**src/rtl/instr_fetch_queue.sv**
```systemverilog
// instr_fetch_queue: sequential instruction prefetcher feeding the core.
// Fetches 32-bit words into a DEPTH-entry circular queue of {addr, data},
// presents the head word to the control unit, and handles PC redirects by
// flushing the queue and dropping any response still in flight.
// Optional macro FETCH_STATS_EN adds saturating fetch_count/discard_count
// outputs; without it those ports and counters do not exist.
module instr_fetch_queue #(
  parameter int          DEPTH    = 4,
  parameter logic [31:0] RESET_PC = 32'h00000000,
  parameter int          PC_STEP  = 4
) (
  input  logic        clk,
  input  logic        reset,
  input  logic        pc_load,
  input  logic [31:0] pc_target,
  input  logic        inst_req,
  output logic        inst_valid,
  output logic [31:0] instruction,
  output logic [31:0] inst_addr,
  output logic        mem_req,
  output logic [31:0] mem_addr,
  input  logic        mem_ack,
  input  logic [31:0] mem_rdata
`ifdef FETCH_STATS_EN
  ,
  output logic [15:0] fetch_count,
  output logic [15:0] discard_count
`endif
);

  localparam int AW = $clog2(DEPTH);
  localparam int CW = AW + 1;

  typedef enum logic [1:0] {
    S_IDLE    = 2'd0,
    S_REQ     = 2'd1,
    S_DISCARD = 2'd2
  } state_t;

  state_t          r_state;
  state_t          w_state_next;
  logic [31:0]     r_fetch_pc;
  logic [31:0]     r_disc_addr;
  logic [AW-1:0]   r_head;
  logic [AW-1:0]   r_tail;
  logic [CW-1:0]   r_count;
  logic [31:0]     r_q_addr [DEPTH];
  logic [31:0]     r_q_data [DEPTH];

  logic            w_push;
  logic            w_pop;
  logic [CW-1:0]   w_count_next;

  // A redirect outranks both the pop and the push on the same edge.
  assign w_push       = (r_state == S_REQ) && mem_ack && !pc_load;
  assign w_pop        = inst_req && (r_count != '0) && !pc_load;
  assign w_count_next = r_count + CW'(w_push) - CW'(w_pop);

  // Head-of-queue presentation; forced to zero while empty.
  assign inst_valid  = (r_count != '0);
  assign instruction = inst_valid ? r_q_data[r_head] : 32'h0;
  assign inst_addr   = inst_valid ? r_q_addr[r_head] : 32'h0;

  // Memory request from registered state only; DISCARD keeps the old address.
  always_comb begin
    mem_req  = 1'b0;
    mem_addr = 32'h0;
    case (r_state)
      S_REQ: begin
        mem_req  = 1'b1;
        mem_addr = r_fetch_pc;
      end
      S_DISCARD: begin
        mem_req  = 1'b1;
        mem_addr = r_disc_addr;
      end
      default: begin
        mem_req  = 1'b0;
        mem_addr = 32'h0;
      end
    endcase
  end

  // Next-state logic for the fetch FSM.
  always_comb begin
    w_state_next = r_state;
    case (r_state)
      S_IDLE: begin
        // A redirect empties the queue, so space is guaranteed.
        if (pc_load || (r_count < CW'(DEPTH)))
          w_state_next = S_REQ;
      end
      S_REQ: begin
        if (pc_load)
          w_state_next = mem_ack ? S_REQ : S_DISCARD;
        else if (mem_ack)
          w_state_next = (w_count_next < CW'(DEPTH)) ? S_REQ : S_IDLE;
      end
      S_DISCARD: begin
        // The stale response completes the old request; resume at fetch_pc.
        if (mem_ack)
          w_state_next = S_REQ;
      end
      default: w_state_next = S_IDLE;
    endcase
  end

  // FSM state, fetch PC and the address held for a pending discard.
  always_ff @(posedge clk or posedge reset) begin
    if (reset) begin
      r_state     <= S_IDLE;
      r_fetch_pc  <= RESET_PC;
      r_disc_addr <= 32'h0;
    end else begin
      r_state <= w_state_next;
      if (pc_load)
        r_fetch_pc <= pc_target;
      else if (w_push)
        r_fetch_pc <= r_fetch_pc + 32'(PC_STEP);
      if ((r_state == S_REQ) && pc_load && !mem_ack)
        r_disc_addr <= r_fetch_pc;
    end
  end

  // Queue pointers and occupancy; a redirect flushes everything.
  always_ff @(posedge clk or posedge reset) begin
    if (reset) begin
      r_head  <= '0;
      r_tail  <= '0;
      r_count <= '0;
    end else if (pc_load) begin
      r_head  <= '0;
      r_tail  <= '0;
      r_count <= '0;
    end else begin
      if (w_push)
        r_tail <= r_tail + AW'(1);
      if (w_pop)
        r_head <= r_head + AW'(1);
      r_count <= w_count_next;
    end
  end

  // Queue storage; contents are don't-care while their slot is unoccupied.
  always_ff @(posedge clk) begin
    if (w_push) begin
      r_q_addr[r_tail] <= r_fetch_pc;
      r_q_data[r_tail] <= mem_rdata;
    end
  end

`ifdef FETCH_STATS_EN
  logic w_ack;
  logic w_drop;
  logic [15:0] r_fetch_count;
  logic [15:0] r_discard_count;

  assign w_ack  = mem_req && mem_ack;
  assign w_drop = w_ack && ((r_state == S_DISCARD) || pc_load);

  // Saturating counters of accepted and dropped responses.
  always_ff @(posedge clk or posedge reset) begin
    if (reset) begin
      r_fetch_count   <= 16'h0;
      r_discard_count <= 16'h0;
    end else begin
      if (w_ack && (r_fetch_count != 16'hFFFF))
        r_fetch_count <= r_fetch_count + 16'h1;
      if (w_drop && (r_discard_count != 16'hFFFF))
        r_discard_count <= r_discard_count + 16'h1;
    end
  end

  assign fetch_count   = r_fetch_count;
  assign discard_count = r_discard_count;
`endif

endmodule
```
**config.mk**
```make
export PLATFORM = sky130hd
export DESIGN_NAME = instr_fetch_queue
export DESIGN_NICKNAME = d
export VERILOG_FILES = /design/src/rtl/instr_fetch_queue.sv
export SDC_FILE = /design/constraint.sdc
export NUM_CORES = 1
export LEC_CHECK = 0
export CORE_MARGIN = 2
export CORE_UTILIZATION = 56
export DETAILED_ROUTE_END_ITERATION = 16
export PLACE_DENSITY = 0.88
export SETUP_SLACK_MARGIN = 0.3
export SLEW_MARGIN = 20
export SYNTH_ARGS = -nofsm -noshare
export SYNTH_HDL_FRONTEND = slang
export SYNTH_SLANG_ARGS = --single-unit
```
**constraint.sdc**
```tcl
create_clock -name clk -period 4.6 [get_ports clk]
set_input_delay 0.92 -clock clk [delete_from_list [all_inputs] [get_ports clk]]
set_output_delay 0.92 -clock clk [all_outputs]
set_load 0.02 [all_outputs]
```
* Yosys cells after proc, flatten, opt, wreduce, memory -nomap -nowiden
Memory sizes are Yosys's and may differ from the RTL's. Index checks and enable logic that the tools add are counted.
Word-level totals: memories kept 2, register bits after elaboration 73, input bits 69, output and inout port bits 98, bits in writable memories 256
Operators by class: add/sub/neg operators 5, magnitude comparators 2, eq/ne operators 5, reduce and logical (&&, ||, !) cells 15, multiplexer cells 20
Memories:
- r_q_addr | depth 4, bits a word 32, rd ports 1, clocked after Yosys merged registers in 0, write ports 1, line 47 | logic [31:0] r_q_addr [DEPTH];
- r_q_data | depth 4, bits a word 32, rd ports 1, clocked after Yosys merged registers in 0, write ports 1, line 48 | logic [31:0] r_q_data [DEPTH];
Operator list (count):
- 32-bit 2-to-1 mux | 4
- 32-bit case mux with 2 select lines | 1
- 32-bit by 3-bit adder with 32-bit output, second input constant | 1
- 2-bit 2-to-1 mux | 9
- 1-bit logical AND | 6
- 3-bit < comparator, second input constant | 2
- 2-bit case mux with 3 select lines | 1
- 2-bit by 1-bit adder with 2-bit output, second input constant | 2
- 1-bit 2-to-1 mux | 4
- 2-bit inequality test, second input constant | 2
- 2-bit nonzero test | 2
- 3-bit by 1-bit adder with 3-bit output | 1
- 3-bit 2-to-1 mux | 1
- 3-bit inequality test, second input constant | 1
- 3-bit AND reduction | 1
- 3-bit nonzero test | 1
- 3-bit by 1-bit subtractor with 3-bit output | 1
- 2-bit by 1-bit equality test with 1-bit output, second input constant | 1
- 2-bit equality test, second input constant | 1
- 1-bit logical NOT | 2
- 2-bit logical NOT | 1
- 2-bit OR reduction | 1
- 1-bit logical OR | 1

* Longest topological paths before layout
Gate-level depths: netlist of the first run.
depth in word-level cells 10, depth in mapped cells 15, gate-level depth less buffers 14

* Worst setup path before layout of the first run
Ideal clock, no wire load.
kind input port to flip-flop, start point input port pc_load, end point register r_state[0], arrival time 3572 ps, setup slack 904 ps, stages 14, cells stage by stage clkbuf_1 > clkbuf_1 > clkbuf_1 > clkbuf_1 > nor2_1 > ha_1 > inv_1 > ha_1 > inv_1 > fa_1 > xnor3_1 > o211ai_1 > a21oi_1 > mux2_2
On the way: cells in the longest elaborated chain, start to end 9, elaborated cells between the ends (all ways) 14, those cells by class add/sub (2); order compare (1); eq/ne (2); mux (4); reduce/logical (5)
Ends and longest elaborated chain:
- start: declaration | line 14 | input logic pc_load,
- 1-bit logical NOT | line 55, 56
- 1-bit logical AND | line 55 | assign w_push = (r_state == S_REQ) && mem_ack && !pc_load;
- 3-bit by 1-bit adder with 3-bit output | line 57 | assign w_count_next = r_count + CW'(w_push) - CW'(w_pop);
- 3-bit by 1-bit subtractor with 3-bit output | line 57
- 3-bit < comparator | line 97 | w_state_next = (w_count_next < CW'(DEPTH)) ? S_REQ : S_IDLE;
- 1-bit 2-to-1 mux | line 97
- 2-bit 2-to-1 mux | line 96 | else if (mem_ack)
- 2-bit 2-to-1 mux | line 94 | if (pc_load)
- 2-bit case mux with 3 select lines | line 87 | case (r_state)
- end signal: assignment | line 115 | r_state <= w_state_next;
- end: declaration | line 40 | state_t r_state;
Parallel ways exist; a longest one is shown, timed or not. The select of a mux whose other input is x is not followed. A chain may end at the register's enable or synchronous reset.

* Final worst setup path of the first run
start point register r_head[0], end point output port inst_addr[14]
On the way: cells in the longest elaborated chain, start to end 2
Ends and longest elaborated chain:
- start: declaration | line 44 | logic [AW-1:0] r_head;
- start signal: assignment | line 139 | r_head <= r_head + AW'(1);
- memory 4 x 32 bit
- 32-bit 2-to-1 mux | line 62 | assign inst_addr = inst_valid ? r_q_addr[r_head] : 32'h0;
- end: declaration | line 19 | output logic [31:0] inst_addr,
Every way passes these cells.

==> qor.txt, run 1 <==
Post-synth top flop: edfxtp_1
drt via density: 5.983
Worst Tran Pin Value: 0.7635 ns
Crit Path Class: reg2out
yosys warns: 0
Initial Util: 56.82%
GRT Resource Usage Total: 22.45%
WL/cell: 21.49 um
routed wire length: 28600 um
total grt overflow: 0
Slew HR: 49.10%
vias in the first global route: 8102
critical path arrival: 2.92 ns
Synth cell types: 41
Vias: 7964
critical path peak fanout: 29
Util after Layout: 69.77%
postcts setup bufs: 0
Post-synth EDFFs: 256
hold buffer count at CTS: 0
Post-route DRC: 0
pin count of the biggest net entering global routing: 63
Final Max Tran Viols: 0
DP Cell Count: 1273
proportion of layout cells with a drive suffix above 1: 16.98%
DRT antenna net count: 0
Buffers on Ports: 166
Post-synth ARST share: 22.19%
cell-by-cell trace of the critical path: buf_12 -> mux4_2 -> and2_1 -> clkdlybuf4s50_1
Synth Instances: 821
peak supply drop: 380.3 uV
clk sink count: 329
Post-Syn Area: 13740 um2
post-route setup TNS: 0 ns
RSZ-0062 raised after global routing: false
HP Class: reg2reg
MaxCap Viol Count: 0
final setup margin: 0.7613 ns
CORE AREA: 24180 um2
outcome: finished, final reports clean
min Tclk post-route: 3.839 ns
Chip Width: 160.6 um
PwrDens: 573.3 nW/um2
synth-to-layout area growth: 22.79%
Critical Path Start Type: register
Die ar.: 25800 um2
Crit. End Element: output pin
Syn Nets: 902
Mean Syn Cell Area: 16.73 um2
final worst path period share: 83.45%
clock buffer depth: 3
sequential fraction of the synthesis area: 69.25%
First DRT Iteration DRCs: 631
post-CTS sizing: 0
Final Skew: 0.01896 ns
I/O pin total: 167
CP max stage delay: 0.80 ns
Critical Path RT: 3.68 ns
Die H: 160.6 um
clock slew at reported path FFs: 0.06 ns
Yosys reg bits: 329
Place WS: 0.6654 ns
worst-skew pair later-pin latency: 0.50 ns
Setup-failing EPs final: 0
Max Clock Freq: 260.5 MHz
Initial DRT Pass Iterations: 6
H-tree depth: 2
Final Hold Fails: 0
CTS tree: built
GP Congestion: 0.7931
fin nets: 1066
Worst path slowest cell: dfrtp_4
initial antenna violation count: 0
TritonCTS Buffers: 34
first-pass GRT wire length: 44770 um
n_diodes: 0
row cnt: 57
final cell count without fillers: 1331
root buffer cell: clkbuf_16
static leakage: 5.694 nW
hpwl dp: 17560 um
## placed cells by master (no fill, tap or decap), types with 2 or more instances in the layout
| cell type | instances |
|---|---|
| clkinv_2 | 7 |
| bufinv_16 | 2 |
| ha_1 | 11 |
| or3_1 | 3 |
| nand4_1 | 15 |
| a22oi_1 | 32 |
| clkbuf_1 | 7 |
| buf_4 | 8 |
| clkdlybuf4s50_1 | 165 |
| xnor2_1 | 3 |
| mux4_2 | 64 |
| inv_2 | 2 |
| or4_1 | 13 |
| and4_1 | 5 |
| and2_4 | 4 |
| clkinv_1 | 3 |
| nor2b_1 | 34 |
| clkbuf_16 | 38 |
| o211ai_1 | 4 |
| nand3_1 | 15 |
| xor2_1 | 12 |
| a31oi_1 | 12 |
| a311o_1 | 2 |
| and2_1 | 68 |
| inv_1 | 11 |
| o31ai_1 | 9 |
| edfxtp_1 | 256 |
| nor2_1 | 22 |
| dfrtp_1 | 71 |
| nand2_1 | 31 |
| buf_12 | 6 |
| mux2_2 | 33 |
| and3_1 | 4 |
| o21ai_0 | 18 |
| a21oi_1 | 3 |
## cells in the mapped netlist (9+ instances only)
cell,count,area share [%]
a22oi_1,32,1.7
a31oi_1,12,0.55
and2_1,72,3.3
clkbuf_1,32,0.87
dfrtp_1,73,13
edfxtp_1,256,56
ha_1,11,1.0
inv_1,12,0.33
mux2_2,33,2.7
mux4_2,64,10
nand2_1,31,0.85
nand3_1,15,0.55
nand4_1,15,0.68
nor2_1,22,0.60
nor2b_1,34,1.5
o21ai_0,18,0.66
o31ai_1,9,0.49
or4_1,13,0.71
xor2_1,12,0.77
## kinds of logic (layout without fill, tap and decap cells)
family | count (synthesis) | after routing | synth area share [%]
AO/OA/AOI/OAI | 82 | 82 | 4.025
XOR/XNOR | 16 | 16 | 1.120
flip-flops | 329 | 329 | 69.25
adder cells (fa/ha/maj) | 12 | 12 | 1.148
buffers and inverters | 65 | 251 | 1.995
AND/OR/NAND/NOR | 219 | 219 | 9.189
multiplexers | 98 | 98 | 13.27
## worst paths after layout
kind,end,start,slack (ns),cells after the start
min,r_disc_addr[15]$_DFFE_PP0P_,r_disc_addr[15]$_DFFE_PP0P_,0.48,2
max reg2reg,r_state[0]$_DFFE_PP0P_,r_count[1]$_DFF_PP0_,1.27,12
max in group asynchronous,r_fetch_pc[13]$_DFFE_PP0N_,reset,2.93,3
max,inst_addr[14],r_head[0]$_DFFE_PP0P_,0.76,4
min reg2reg,r_disc_addr[15]$_DFFE_PP0P_,r_disc_addr[15]$_DFFE_PP0P_,0.48,2
min in group asynchronous,r_disc_addr[31]$_DFFE_PP0P_,reset,0.83,2
## worst max-delay path, delay by kind of cell (launching register included)
kind / cells / cell delay, ns
buf+inv: 2 / 0.87
flops: 1 / 0.80
mux: 1 / 0.52
simple gates: 1 / 0.20
## power breakdown
group / switching (mW) / internal, mW
Combinational: 1.57 / 1.62
Clock: 1.04 / 1.62
Sequential: 0.267 / 3.55
Total: 2.88 / 6.79
## per-layer routing
layer / track usage (%) / up-vias / wire length, um
li1: - / 3508 / -
met4: 5.651 / 0 / 541
met1: 31.57 / 4048 / 11830
met3: 3.977 / 48 / 2072
met2: 37.17 / 360 / 14150
met5: 0 / - / 0
## area by class of cell
cell class / instances / area, um2
inverters: 13 / 48.80
clock buffers: 46 / 991.0
fillers: 1526 / 7308
repair buffers: 180 / 1837
clock inverters: 12 / 106.4
multi-input cells: 427 / 3961
well taps: 324 / 405.4
flip-flops and latches: 329 / 9519
## sequential cells by signal, indices dropped and copies added, names as in the netlist
signal	cells
r_count	3
r_state	2
r_head	2
r_tail	2
r_q_data	128
r_disc_addr	32
r_fetch_pc	32
r_q_addr	128
## through the flow
step | hold slack (ns) | power, mW | instance area [um2]
final | 0.4823 | 9.671 | 16870
after global routing | 0.5120 | 10.11 | 16870
after CTS | 0.4858 | 9.773 | 16870
after detailed placement | 0.4723 | 7.089 | 15770
after global placement | 0.4668 | 7.024 | 15770
after floorplan | 0.4507 | 5.768 | 13740
Note: power is estimated with default switching activity, not from simulation.
==> run 2: changes to the inputs <==
CORE_UTILIZATION = 50   (was 56)
PLACE_DENSITY = 0.84   (was 0.88)
clock period = 3.41 ns   (was 4.6 ns; I/O delays follow)
==> qor.txt, run 2 (synthesis gave the netlist of run 1 again) <==
Critical Path RT: 2.73 ns
initial antenna violation count: 0
Final Max Tran Viols: 0
critical path arrival: 2.49 ns
pin count of the biggest net entering global routing: 67
most frequent cells in the layout: edfxtp_1, dlymetal6s2s_1, dfrtp_1
final worst path period share: 93.07%
static leakage: 7.235 nW
Setup-failing EPs final: 0
clk sink count: 329
grt met1 use: 28.95%
M3 GR Usage: 4.058%
PwrDens: 756.4 nW/um2
vias in the first global route: 7976
post-route setup TNS: 0 ns
Die H: 169.8 um
Slew HR: 47.92%
HP Class: reg2reg
synth-to-layout area growth: 26.88%
Critical Path Start Type: register
Die ar.: 28820 um2
total grt overflow: 0
clock buffer depth: 3
CTS tree: built
Initial DRT Pass Iterations: 5
outcome: finished, final reports clean
hpwl dp: 18860 um
Initial Util: 50.97%
row cnt: 60
first-pass GRT wire length: 45630 um
CORE AREA: 26950 um2
routed wire length: 30060 um
Final Hold Fails: 0
M2 GR Usage: 34.25%
WL/cell: 21.72 um
Final Hold Slack: 0.4895 ns
root buffer cell: clkbuf_16
n_diodes: 0
Buffers on Ports: 166
clock slew at reported path FFs: 0.06 ns
# fillers: 1797
RSZ-0062 raised after global routing: true
TritonCTS Buffers: 35
Util after Layout: 64.68%
critical path peak fanout: 10
proportion of layout cells with a drive suffix above 1: 19.18%
commonest non-fill, non-tap cell in the layout: edfxtp_1
Vias: 8049
First DRT Iteration DRCs: 799
worst-skew pair later-pin latency: 0.51 ns
Max Clock Freq: 315.1 MHz
drt via density: 5.816
hold buffer count at CTS: 0
Crit Path Class: reg2out
leading registers by flop count: r_q_addr: 128 flops, r_q_data: 128 flops
DRT antenna net count: 0
fin nets: 1098
min Tclk post-route: 3.174 ns
GRT Resource Usage Total: 20.78%
GP Congestion: 0.8188
Chip Width: 169.8 um
I/O pin total: 167
Crit. End Element: output pin
Worst Tran Pin Value: 0.7813 ns
peak supply drop: 512.5 uV
MaxCap Viol Count: 0
Post-route DRC: 0
H-tree depth: 2
cell area after layout: 17430 um2
Placed Area: 15960 um2
Final Skew: 0.01264 ns
busiest metal layer after global routing: met2
-- run 2: per-stage QoR --
stage	cells	total power, mW	setup WS (ns)
4_1_cts	1379	13.30	0.1393
2_1_floorplan	821	7.776	0.2175
3_3_place_gp	1309	9.582	0.3187
6_report	1384	13.18	0.2364
3_5_place_dp	1309	9.672	0.2751
5_1_grt	1384	13.78	0.1591
-- run 2: worst max-delay path: stages (launching register included) --
cell and delay (ns):
dfrtp_4 0.42, buf_12 0.14, buf_12 0.16, mux4_2 0.55, and2_1 0.18, clkdlybuf4s50_1 0.52
-- run 2: routing by layer --
layer | part of all wire (%) | vias up
met4 | 1.7 | 0
met5 | 0 | -
met3 | 6.4 | 42
li1 | - | 3581
met1 | 42 | 4117
met2 | 50 | 309
-- run 2: what timing repair did --
item | in CTS | in global routing
cloned | 0 | 2
endpoints found under the setup margin | 96 | 86
gates resized for setup | 19 | 84
setup buffers | 7 | 3
-- run 2: area by class of cell --
class / count / area, um2 / area share, %
Sequential cell: 329 / 9522 / 54.63
Multi-Input combinational cell: 427 / 3961 / 22.73
Timing Repair Buffer: 211 / 2372 / 13.61
Clock buffer: 50 / 984.7 / 5.649
Tap cell: 341 / 426.7 / 2.448
Clock inverter: 13 / 113.9 / 0.6532
Inverter: 13 / 50.05 / 0.2871
-- run 2: path summary, 6_finish.rpt --
kind / start / to / slack (ns) / cells after the start
setup / recovery: r_head[0]$_DFFE_PP0P_ / inst_addr[16] / 0.24 / 5
hold / removal: r_disc_addr[17]$_DFFE_PP0P_ / r_disc_addr[17]$_DFFE_PP0P_ / 0.49 / 2
setup reg to reg: r_state[1]$_DFFE_PP0P_ / r_state[0]$_DFFE_PP0P_ / 0.56 / 15
hold reg to reg: r_disc_addr[17]$_DFFE_PP0P_ / r_disc_addr[17]$_DFFE_PP0P_ / 0.49 / 2
max in group asynchronous: reset / r_fetch_pc[21]$_DFFE_PP0N_ / 2.15 / 3
min in group asynchronous: reset / r_disc_addr[5]$_DFFE_PP0P_ / 0.62 / 2
-- run 2: where the power goes --
group	internal, mW	switching [mW]
combinational	2.25	2.26
sequential	4.79	0.279
clock	2.16	1.44
